<file path="config.mk">
export PLATFORM = sky130hd
export DESIGN_NAME = seq_detect_prog
export DESIGN_NICKNAME = d
export VERILOG_FILES = /design/src/rtl/seq_det_pkg.sv /design/src/rtl/seq_det_sat_cnt.sv /design/src/rtl/seq_detect_prog.sv
export SDC_FILE = /design/constraint.sdc
export NUM_CORES = 1
export LEC_CHECK = 0
export ABC_AREA = 1
export CAP_MARGIN = 20
export CORE_MARGIN = 5
export CORE_UTILIZATION = 49
export CTS_CLUSTER_DIAMETER = 60
export DETAILED_ROUTE_END_ITERATION = 8
export PLACE_DENSITY_LB_ADDON = 0.15
export REMOVE_ABC_BUFFERS = 1
export SYNTH_ARGS = -nofsm -noshare
export SYNTH_HDL_FRONTEND = slang
export SYNTH_SLANG_ARGS = --single-unit
</file>
<file path="constraint.sdc">
create_clock -name clk -period 2.1 [get_ports clk]
set_input_delay 0.42 -clock clk [delete_from_list [all_inputs] [get_ports clk]]
set_output_delay 0.42 -clock clk [all_outputs]
set_load 0.02 [all_outputs]
</file>
<file path="src/rtl/seq_det_pkg.sv">
// Shared constants for the programmable serial pattern detector.
// Reset configuration reproduces the classic overlapping 1101 detector.
package seq_det_pkg;

  localparam logic [3:0] DEFAULT_PATTERN = 4'b1101;
  localparam int         DEFAULT_LEN     = 4;
  localparam logic       DEFAULT_OVERLAP = 1'b1;

  function automatic int len_width(input int max_len);
    return $clog2(max_len + 1);
  endfunction

endpackage

</file>
<file path="src/rtl/seq_det_sat_cnt.sv">
// Saturating event counter; a clear coincident with an increment counts that event.
module seq_det_sat_cnt #(
  parameter int CNT_W = 16
) (
  input  logic             clk,
  input  logic             rst_n,
  input  logic             inc,
  input  logic             clr,
  output logic [CNT_W-1:0] count
);

  always_ff @(posedge clk or negedge rst_n) begin
    if (!rst_n) begin
      count <= '0;
    end else if (clr) begin
      count <= inc ? CNT_W'(1) : '0;
    end else if (inc && count != '1) begin
      count <= count + CNT_W'(1);
    end
  end

endmodule

</file>
<file path="src/rtl/seq_detect_prog.sv">
// Runtime-programmable serial pattern detector with Mealy and registered match outputs.
// Pattern bit 0 corresponds to the most recently accepted bit.
module seq_detect_prog
  import seq_det_pkg::*;
#(
  parameter  int MAX_LEN = 8,
  parameter  int CNT_W   = 16,
  localparam int LEN_W   = len_width(MAX_LEN)
) (
  input  logic               clk,
  input  logic               rst_n,
  input  logic               cfg_load,
  input  logic [MAX_LEN-1:0] cfg_pattern,
  input  logic [LEN_W-1:0]   cfg_len,
  input  logic               cfg_overlap,
  input  logic               in_valid,
  input  logic               in_bit,
  input  logic               cnt_clr,
  output logic               match,
  output logic               match_q,
  output logic [CNT_W-1:0]   match_cnt
);

  logic [MAX_LEN-1:0] pat;
  logic [LEN_W-1:0]   len;
  logic               ovl;

  // The oldest history bit is shifted out before it could ever be compared,
  // so only MAX_LEN-1 bits need to be held.
  logic [MAX_LEN-2:0] hist;
  logic [LEN_W-1:0]   fill;

  logic               load_ok;
  logic               accept;
  logic [MAX_LEN-1:0] cand;
  logic [MAX_LEN-1:0] mask;
  logic [LEN_W-1:0]   cand_fill;

  // Out-of-range lengths make the load a no-op, so the stream keeps flowing.
  assign load_ok   = cfg_load && (cfg_len != '0) && (cfg_len <= LEN_W'(MAX_LEN));
  assign accept    = in_valid && !load_ok;
  assign cand      = {hist, in_bit};
  assign cand_fill = (fill == LEN_W'(MAX_LEN)) ? fill : fill + LEN_W'(1);

  always_comb begin
    mask = '0;
    for (int i = 0; i < MAX_LEN; i++) begin
      mask[i] = (LEN_W'(i) < len);
    end
  end

  assign match = accept && (cand_fill >= len) && (((cand ^ pat) & mask) == '0);

  always_ff @(posedge clk or negedge rst_n) begin
    if (!rst_n) begin
      pat  <= MAX_LEN'(DEFAULT_PATTERN);
      len  <= LEN_W'(DEFAULT_LEN);
      ovl  <= DEFAULT_OVERLAP;
      hist <= '0;
      fill <= '0;
    end else if (load_ok) begin
      pat  <= cfg_pattern;
      len  <= cfg_len;
      ovl  <= cfg_overlap;
      hist <= '0;
      fill <= '0;
    end else if (accept) begin
      hist <= cand[MAX_LEN-2:0];
      fill <= (match && !ovl) ? '0 : cand_fill;
    end
  end

  always_ff @(posedge clk or negedge rst_n) begin
    if (!rst_n) begin
      match_q <= 1'b0;
    end else begin
      match_q <= match;
    end
  end

  seq_det_sat_cnt #(
    .CNT_W(CNT_W)
  ) u_cnt (
    .clk  (clk),
    .rst_n(rst_n),
    .inc  (match),
    .clr  (cnt_clr),
    .count(match_cnt)
  );

endmodule
</file>
==> impl_summary.log, run 1 <==
[metrics] largest delay contributor family on the critical path: simple AND/OR/NAND/NOR gates
[metrics] # nets final: 450
[metrics] worst endpoint required time: 1.68 ns
[metrics] Post-Syn Area per Cell: a little over 7 um2
[metrics] cell with the largest stage delay on the worst path: sky130_fd_sc_hd__dfrtp_1
[metrics] DR vias/cell: roughly 5
[metrics] multiplexer fraction of the synthesized cell area: 0%
[metrics] initial antenna violation count: 0
[metrics] routed length on met2: 3000 um
[metrics] routed vias: ~2,500
[metrics] post-synthesis xor/xnor area fraction: 4.50%
[metrics] ranking of synthesized cells by area: sky130_fd_sc_hd__dfrtp_1 (36%), sky130_fd_sc_hd__nand2_1 (18%), sky130_fd_sc_hd__inv_1 (7.9%)
[metrics] initial core utilization: 49.8%
[metrics] part of the power in the clock network: 25.6%
[metrics] clock-pin slew on the worst setup and hold paths: 0.09 ns
[metrics] Seq cells post-synth: 41
[metrics] wire length on met1: 2940 um
[metrics] number of H-tree levels: 2
[metrics] Leakage Power: 1.76 nW
[metrics] synthesized-area fraction occupied by and/or/nand/nor cells: 36.4%
[metrics] WP buf/inv: 4
[metrics] horizontal die dimension: 81.8 um
[metrics] Final Hold Vio Count: 0
[metrics] Post-Synthesis Cells: between 300 and 400
[metrics] Die Height: 81.8 um
[metrics] sum of internal, switching and leakage power: 2.13 mW
[metrics] CP Launch Type: register
[metrics] post-synth top area cell: sky130_fd_sc_hd__dfrtp_1
[metrics] cell area after technology mapping: 2530 um2
[metrics] # port buffers: 36
[metrics] global placer's final weighted congestion: 0.836
[metrics] Slowest Stage Delay on Critical Path: 0.44 ns
[metrics] total routing resource utilization after global routing: 20.1%
[metrics] worst-path maximum fanout: 4
[metrics] highest layer used for signal routing: met4
[metrics] number of slew-limit violations in the final report: 0
[metrics] overflow left after global routing: 0
[metrics] switching share of power: between 30 and 40%
[metrics] arrival time reported for the critical path endpoint: 2.16 ns
[metrics] Net Switching: 0.714 mW
[metrics] maximum achievable frequency: 0.388 GHz
[metrics] Worst Setup Slack, final: -0.480 ns
[metrics] combinational group share of total power: approximately a third
[metrics] internal power summed over all cells: 1.42 mW
[metrics] Cell variety after synth: 27
[metrics] Die Footprint: 6700 um2
[metrics] violated checks: negative setup slack
[metrics] cells along the critical path: inv_1 > ha_2 > nand2_2 > o21ai_2 > inv_1 > ha_1 > nand2_1 > inv_2 > nand3_2 > nand3_2 > nand3_2 > nor2_4 > buf_6
[metrics] synthesis-to-layout area growth: 36.4%
[metrics] final clock skew: 0.0117 ns
[metrics] Placement Rows: 26
[metrics] DRC violation count after routing: 0
[metrics] number of top-level design ports: 37
[metrics] clock period minus worst slack: 2.58 ns
[metrics] ANT nets after route: 0
[metrics] Power Dens Cells: 619 nW/um2
[metrics] largest family of logic cells by synthesized area: simple AND/OR/NAND/NOR gates
[metrics] met3 wirelength from detailed routing: roughly 250 um
[metrics] number of global-route vias before repair: approximately 2,300
[metrics] utilization after layout: 67.9%
[metrics] estimated wirelength of the detail-placed design: 4330 um
[metrics] arithmetic-cell share of the synthesized area counting full adders, half adders and majority gates: between 3 and 4%
[metrics] slew of the pin with the lowest slew margin: 0.540 ns
[metrics] hold buffer count at CTS: 0
[metrics] TritonCTS clock tree: done
[metrics] Yosys warning count: 0
[metrics] CP endpoint kind: output port
[metrics] Placed Instances: 478
[metrics] total of max-cap violations: 0
[metrics] final setup violation count: 22
[metrics] fraction of the yosys area taken by sequential cells: 40.8%
[metrics] maximum buffer depth of the clock tree: 2
[metrics] setup repair after global routing missed its margin: yes
[metrics] insertion delay to the later sink of the worst-skew pair: approximately 0.30 ns
[metrics] detailed router's first-iteration violation count: 164
[metrics] worst slew margin relative to its limit: 64.0%
[metrics] pin count of the biggest net entering global routing: 42
[metrics] highest ir drop seen on vdd: between 0.4 and 0.5 mV
[metrics] WL/cell: 12.6 um
[metrics] drt first pass iters: 5
[metrics] number of inserted diodes: 0
[metrics] fraction of final layout cells sized beyond drive strength 1: between 10% and 20%
[metrics] number of buffers created by CTS: 5
[metrics] class of the most critical hold timing path: in2async
[metrics] Crit path top cell by count: sky130_fd_sc_hd__nand3_2
[metrics] share of Yosys cell area claimed by the top area cell type: 35.6%
[metrics] type of the setup path with the least slack: reg2out
[metrics] Synth Area in Compound Gates: ~4.8%
[metrics] post-route insts no fill: a little under 500
[metrics] wire length of the first global-routing pass: 10,400 um
[metrics] sum of routed wire length over all layers: 6230 um
[metrics] share of total power in sequential cells: 43.0%
[metrics] clock root buffer: sky130_fd_sc_hd__clkbuf_8
[metrics] Setup Total Neg Slack: -5.45 ns
[metrics] count of clock tree sinks: 41
[metrics] filler instances: 438
[metrics] status: finished, violations left
[metrics] Core Region: 5070 um2
[metrics] final clock period utilization by the worst path: 123%
power by group through the flow:
stage	registers, mW	logic [mW]	clock network, mW
after floorplan	0.926	0.312	0
after global placement	0.921	0.525	0
after detailed placement	0.926	0.539	0
after CTS	0.916	0.655	0.558
after global routing	0.929	0.751	0.582
final	0.916	0.670	0.547
state kept, by name, indices dropped and copies added, names as in the netlist:
| name | flops |
|---|---|
| fill | 4 |
| hist | 7 |
| len | 4 |
| match_q | 1 |
| ovl | 1 |
| pat | 8 |
| u_cnt.count | 16 |
cell usage after synthesis:
| library cell | number |
|---|---|
| sky130_fd_sc_hd__nand4_1 | 18 |
| sky130_fd_sc_hd__o21bai_1 | 1 |
| sky130_fd_sc_hd__a21oi_1 | 1 |
| sky130_fd_sc_hd__nor3_2 | 1 |
| sky130_fd_sc_hd__dfrtp_1 | 36 |
| sky130_fd_sc_hd__nand3_1 | 31 |
| sky130_fd_sc_hd__nand2_2 | 1 |
| sky130_fd_sc_hd__nor2_1 | 27 |
| sky130_fd_sc_hd__buf_6 | 2 |
| sky130_fd_sc_hd__xnor2_1 | 1 |
| sky130_fd_sc_hd__nand3_2 | 3 |
| sky130_fd_sc_hd__nand2_1 | 120 |
| sky130_fd_sc_hd__nor2_2 | 2 |
| sky130_fd_sc_hd__inv_1 | 53 |
| sky130_fd_sc_hd__xor2_1 | 12 |
| sky130_fd_sc_hd__clkbuf_1 | 3 |
| sky130_fd_sc_hd__and2_1 | 2 |
| sky130_fd_sc_hd__buf_1 | 2 |
| sky130_fd_sc_hd__buf_2 | 2 |
| sky130_fd_sc_hd__o22ai_1 | 7 |
| sky130_fd_sc_hd__ha_1 | 7 |
| sky130_fd_sc_hd__nor2_4 | 1 |
| sky130_fd_sc_hd__dfstp_2 | 5 |
| sky130_fd_sc_hd__nor3_1 | 2 |
| sky130_fd_sc_hd__inv_2 | 1 |
| sky130_fd_sc_hd__nand3b_1 | 1 |
| sky130_fd_sc_hd__o21ai_0 | 13 |
worst register-to-register path, cell delays in order, from the launching register on:
cell and delay, ns:
sky130_fd_sc_hd__dfrtp_1 0.44, sky130_fd_sc_hd__inv_1 0.08, sky130_fd_sc_hd__ha_2 0.17, sky130_fd_sc_hd__nand2_2 0.06, sky130_fd_sc_hd__nor2_2 0.11, sky130_fd_sc_hd__xor2_1 0.22
sky130_fd_sc_hd__ha_2 0.21, sky130_fd_sc_hd__o21bai_1 0.08, sky130_fd_sc_hd__nand2_2 0.07, sky130_fd_sc_hd__nand3_2 0.09, sky130_fd_sc_hd__nand3_2 0.10, sky130_fd_sc_hd__nor2_4 0.05
sky130_fd_sc_hd__buf_4 0.13, sky130_fd_sc_hd__buf_8 0.13, sky130_fd_sc_hd__buf_12 0.13, sky130_fd_sc_hd__buf_16 0.12, sky130_fd_sc_hd__nand4_1 0.06, sky130_fd_sc_hd__nand2_1 0.06
what timing repair did:
action,CTS,global route
buffers inserted,5,2
setup endpoints to repair,22,22
endpoints found under the hold margin,0,0
cloned,2,0
gates resized for setup,33,2
pin swaps,12,3
cells in the final DEF (no fill, tap or decap), types with 4 or more instances in the layout:
| cell | instances |
|---|---|
| sky130_fd_sc_hd__inv_1 | 51 |
| sky130_fd_sc_hd__o21ai_0 | 12 |
| sky130_fd_sc_hd__xor2_1 | 11 |
| sky130_fd_sc_hd__clkdlybuf4s50_1 | 34 |
| sky130_fd_sc_hd__dfrtp_1 | 36 |
| sky130_fd_sc_hd__buf_4 | 27 |
| sky130_fd_sc_hd__nand3_2 | 7 |
| sky130_fd_sc_hd__nand2_2 | 4 |
| sky130_fd_sc_hd__nand2_1 | 116 |
| sky130_fd_sc_hd__clkbuf_8 | 5 |
| sky130_fd_sc_hd__dfstp_2 | 5 |
| sky130_fd_sc_hd__nand4_1 | 18 |
| sky130_fd_sc_hd__nand3_1 | 27 |
| sky130_fd_sc_hd__o22ai_1 | 7 |
| sky130_fd_sc_hd__nor2_1 | 26 |
logic make-up after synthesis:
| group | count (synthesis) |
|---|---|
| AND/OR/NAND/NOR | 209 |
| flip-flops | 41 |
| AO/OA/AOI/OAI | 22 |
| XOR/XNOR | 13 |
| adder cells (fa/ha/maj) | 7 |
| buffers and inverters | 63 |
metrics by stage:
step                      hold slack [ns]  setup slack [ns]  area (um2)
after floorplan                     0.124            -0.174        2480
after global placement              0.491            -0.648        3130
after detailed placement            0.502            -0.725        3130
after CTS                           0.183            -0.447        3430
after global routing                0.220            -0.621        3450
final                               0.172            -0.480        3450
worst paths after layout:
check | startpoint | end | slack, ns | cells after the start
max | fill[0] | match | -0.48 | 13
min in group clk | pat[0] | pat[0] | 0.52 | 2
max in group asynchronous | rst_n | u_cnt.count[11] | 1.54 | 2
min reg2reg | pat[0] | pat[0] | 0.52 | 2
min | rst_n | pat[4] | 0.17 | 2
max reg2reg | fill[0] | u_cnt.count[5] | -0.32 | 17
metal layers:
layer | vias up | GRT usage (%)
li1 | 1264 | -
met1 | 1147 | 27.2
met2 | 48 | 33.8
met3 | 5 | 3.51
met4 | 0 | 4.49
met5 | - | 0
cell type report:
cell class	count	area (um2)	area share, %
Multi-Input combinational cell	251	1320	38.4
Sequential cell	41	1030	29.9
Timing Repair Buffer	71	712	20.6
Inverter	54	203	5.88
Tap cell	70	87.6	2.54
Clock buffer	5	68.8	2.00
Clock inverter	3	21.3	0.617
(Power assumes the default switching activity.)
==> inputs of run 2 (changes only) <==
- clock period: 2.1 -> 2.2 ns (I/O delays scaled with it)
==> impl_summary.log, run 2 (synthesis results as in run 1) <==
[metrics] most common cell after layout, fill and taps aside: sky130_fd_sc_hd__nand2_1
[metrics] internal power summed over all cells: about 1.6 mW
[metrics] # port buffers: 36
[metrics] number of H-tree levels: 2
[metrics] final clock skew: 0.0138 ns
[metrics] Die Height: 81.8 um
[metrics] largest delay contributor family on the critical path: simple AND/OR/NAND/NOR gates
[metrics] largest registers: u_cnt.count (16), pat (8), hist (7)
[metrics] violated checks: negative setup slack
[metrics] flip-flop count of the largest register after layout: 16
[metrics] final clock period utilization by the worst path: 120%
[metrics] sum of internal, switching and leakage power: 2.25 mW
[metrics] post-place instance area: 3110 um2
[metrics] fraction of final layout cells sized beyond drive strength 1: a little under a fifth
[metrics] sum of routed wire length over all layers: 6330 um
[metrics] clock-pin slew on the worst setup and hold paths: 0.08 ns
[metrics] cells along the critical path: nand3_2 > xor2_2 > inv_1 > ha_4 > nand2_1 > inv_2 > nand3_2 > nand3_2 > nand3_2 > nor2_4 > buf_6
[metrics] Leakage Power: 1.78 nW
[metrics] setup repair after global routing missed its margin: yes
[metrics] total routing resource utilization after global routing: roughly 20%
[metrics] total of max-cap violations: 0
[metrics] horizontal die dimension: a little over 80 um
[metrics] clock root buffer: sky130_fd_sc_hd__clkbuf_8
[metrics] number of inserted diodes: 0
[metrics] count of clock tree sinks: 41
[metrics] Die Footprint: 6700 um2
[metrics] wire length of the first global-routing pass: around 11,000 um
[metrics] Net Switching: 0.673 mW
[metrics] Placement Rows: 26
[metrics] CP Launch Type: register
[metrics] number of top-level design ports: 37
[metrics] switching share of power: between 20% and 30%
[metrics] maximum buffer depth of the clock tree: 2
[metrics] maximum achievable frequency: between 0.3 and 0.4 GHz
[metrics] clock period minus worst slack: 2.63 ns
[metrics] insertion delay to the later sink of the worst-skew pair: 0.30 ns
[metrics] Core Region: ~5000 um2
[metrics] worst-path maximum fanout: 5
[metrics] Placed Instances: between 400 and 500
[metrics] slew of the pin with the lowest slew margin: around 0.53 ns
[metrics] worst slew margin relative to its limit: 64.6%
[metrics] utilization after layout: between 60% and 70%
[metrics] WP buf/inv: 3
[metrics] # nets final: 455
[metrics] Crit path top cell by count: sky130_fd_sc_hd__nand3_2
[metrics] synthesis-to-layout area growth: 36.4%
[metrics] global placer's final weighted congestion: 0.866
[metrics] worst endpoint required time: 1.76 ns
[metrics] combinational group share of total power: 32.7%
[metrics] WL/cell: 12.7 um
[metrics] ANT nets after route: 0
[metrics] DR vias/cell: 5.08
[metrics] initial antenna violation count: 0
[metrics] pin count of the biggest net entering global routing: 42
[metrics] final setup violation count: 21
[metrics] number of buffers created by CTS: 5
[metrics] status: finished, violations left
[metrics] share of total power in sequential cells: 39.1%
[metrics] drt first pass iters: 4
[metrics] pre-CTS setup slack: -0.663 ns
[metrics] Final Hold Vio Count: 0
[metrics] initial core utilization: around half
[metrics] part of the power in the clock network: 28.2%
[metrics] register ranked first by flip-flop count: u_cnt.count
[metrics] Worst Setup Slack, final: -0.433 ns
[metrics] class of the most critical hold timing path: in2async
[metrics] estimated wirelength of the detail-placed design: 4280 um
[metrics] highest ir drop seen on vdd: 0.431 mV
[metrics] CP endpoint kind: output port
[metrics] number of slew-limit violations in the final report: 0
[metrics] post-route insts no fill: 500
[metrics] number of global-route vias before repair: 2,403
[metrics] post-layout instance area: 3450 um2
[metrics] leading cell types in the layout, fill and taps excluded: sky130_fd_sc_hd__nand2_1 (118), sky130_fd_sc_hd__inv_1 (52), sky130_fd_sc_hd__dfrtp_1 (36)
[metrics] overflow left after global routing: 0
[metrics] cell with the largest stage delay on the worst path: sky130_fd_sc_hd__dfrtp_1
[metrics] Slowest Stage Delay on Critical Path: 0.51 ns
[metrics] filler instances: 448
[metrics] detailed router's first-iteration violation count: 196
[metrics] DRC violation count after routing: 0
[metrics] routed vias: 2,540
[metrics] type of the setup path with the least slack: reg2out
[metrics] Power Dens Cells: ~650 nW/um2
[metrics] arrival time reported for the critical path endpoint: 2.19 ns
[metrics] TritonCTS clock tree: done
-- run 2: cell count changes in the layout (fill, tap and decap cells not counted), sizes merged --
cell | before | now
buf | 37 | 42
bufinv | 0 | 1
clkbuf | 5 | 7
clkinv | 1 | 0
clkinvlp | 1 | 0
inv | 55 | 54
-- run 2: layout make-up --
class | count | area [um2] | share of cell area [%]
clock buffers | 7 | 86.3 | 2.50
clock inverters | 1 | 30.0 | 0.871
inverters | 54 | 203 | 5.88
multi-input cells | 251 | 1310 | 38.1
flip-flops and latches | 41 | 1030 | 29.9
well taps | 70 | 87.6 | 2.54
repair buffers | 76 | 697 | 20.2
-- run 2: final timing paths --
path,start,end,slack [ns],cells past startpoint
worst min register to register,pat[0],pat[0],0.51,2
min in group clk,pat[0],pat[0],0.51,2
worst max register to register,fill[1],u_cnt.count[4],-0.17,14
worst min-delay path,rst_n,hist[0],0.20,2
worst max-delay path,fill[2],match,-0.43,11
max in group asynchronous,rst_n,ovl,1.61,2
-- run 2: timing repair --
action	CTS	global route
pin swaps	6	10
setup endpoints to repair	19	22
gates resized for setup	18	12
hold buffers	0	0
gates cloned	0	0
setup buffers	24	4
-- run 2: stage by stage --
stage	TNS, ns	hold slack [ns]
floorplan	-0.324	0.144
global placement	-1.15	0.490
detailed placement	-2.84	0.502
CTS	-0.991	0.220
global route	-6.12	0.247
finish	-3.23	0.203
-- run 2: per-layer routing --
layer / up-vias / GRT usage [%] / share of wire, %
li1: 1269 / - / -
met1: 1196 / 26.7 / 45
met2: 69 / 34.5 / 49
met5: - / 0 / 0
met4: 0 / 6.15 / 0.96
met3: 6 / 3.73 / 5.9
-- run 2: power by group through the flow --
stage | registers (mW) | logic [mW] | clock network (mW)
6_report | 0.879 | 0.736 | 0.634
3_5_place_dp | 0.884 | 0.509 | 0
3_3_place_gp | 0.879 | 0.494 | 0
4_1_cts | 0.871 | 0.671 | 0.651
2_1_floorplan | 0.884 | 0.298 | 0
5_1_grt | 0.888 | 0.822 | 0.676
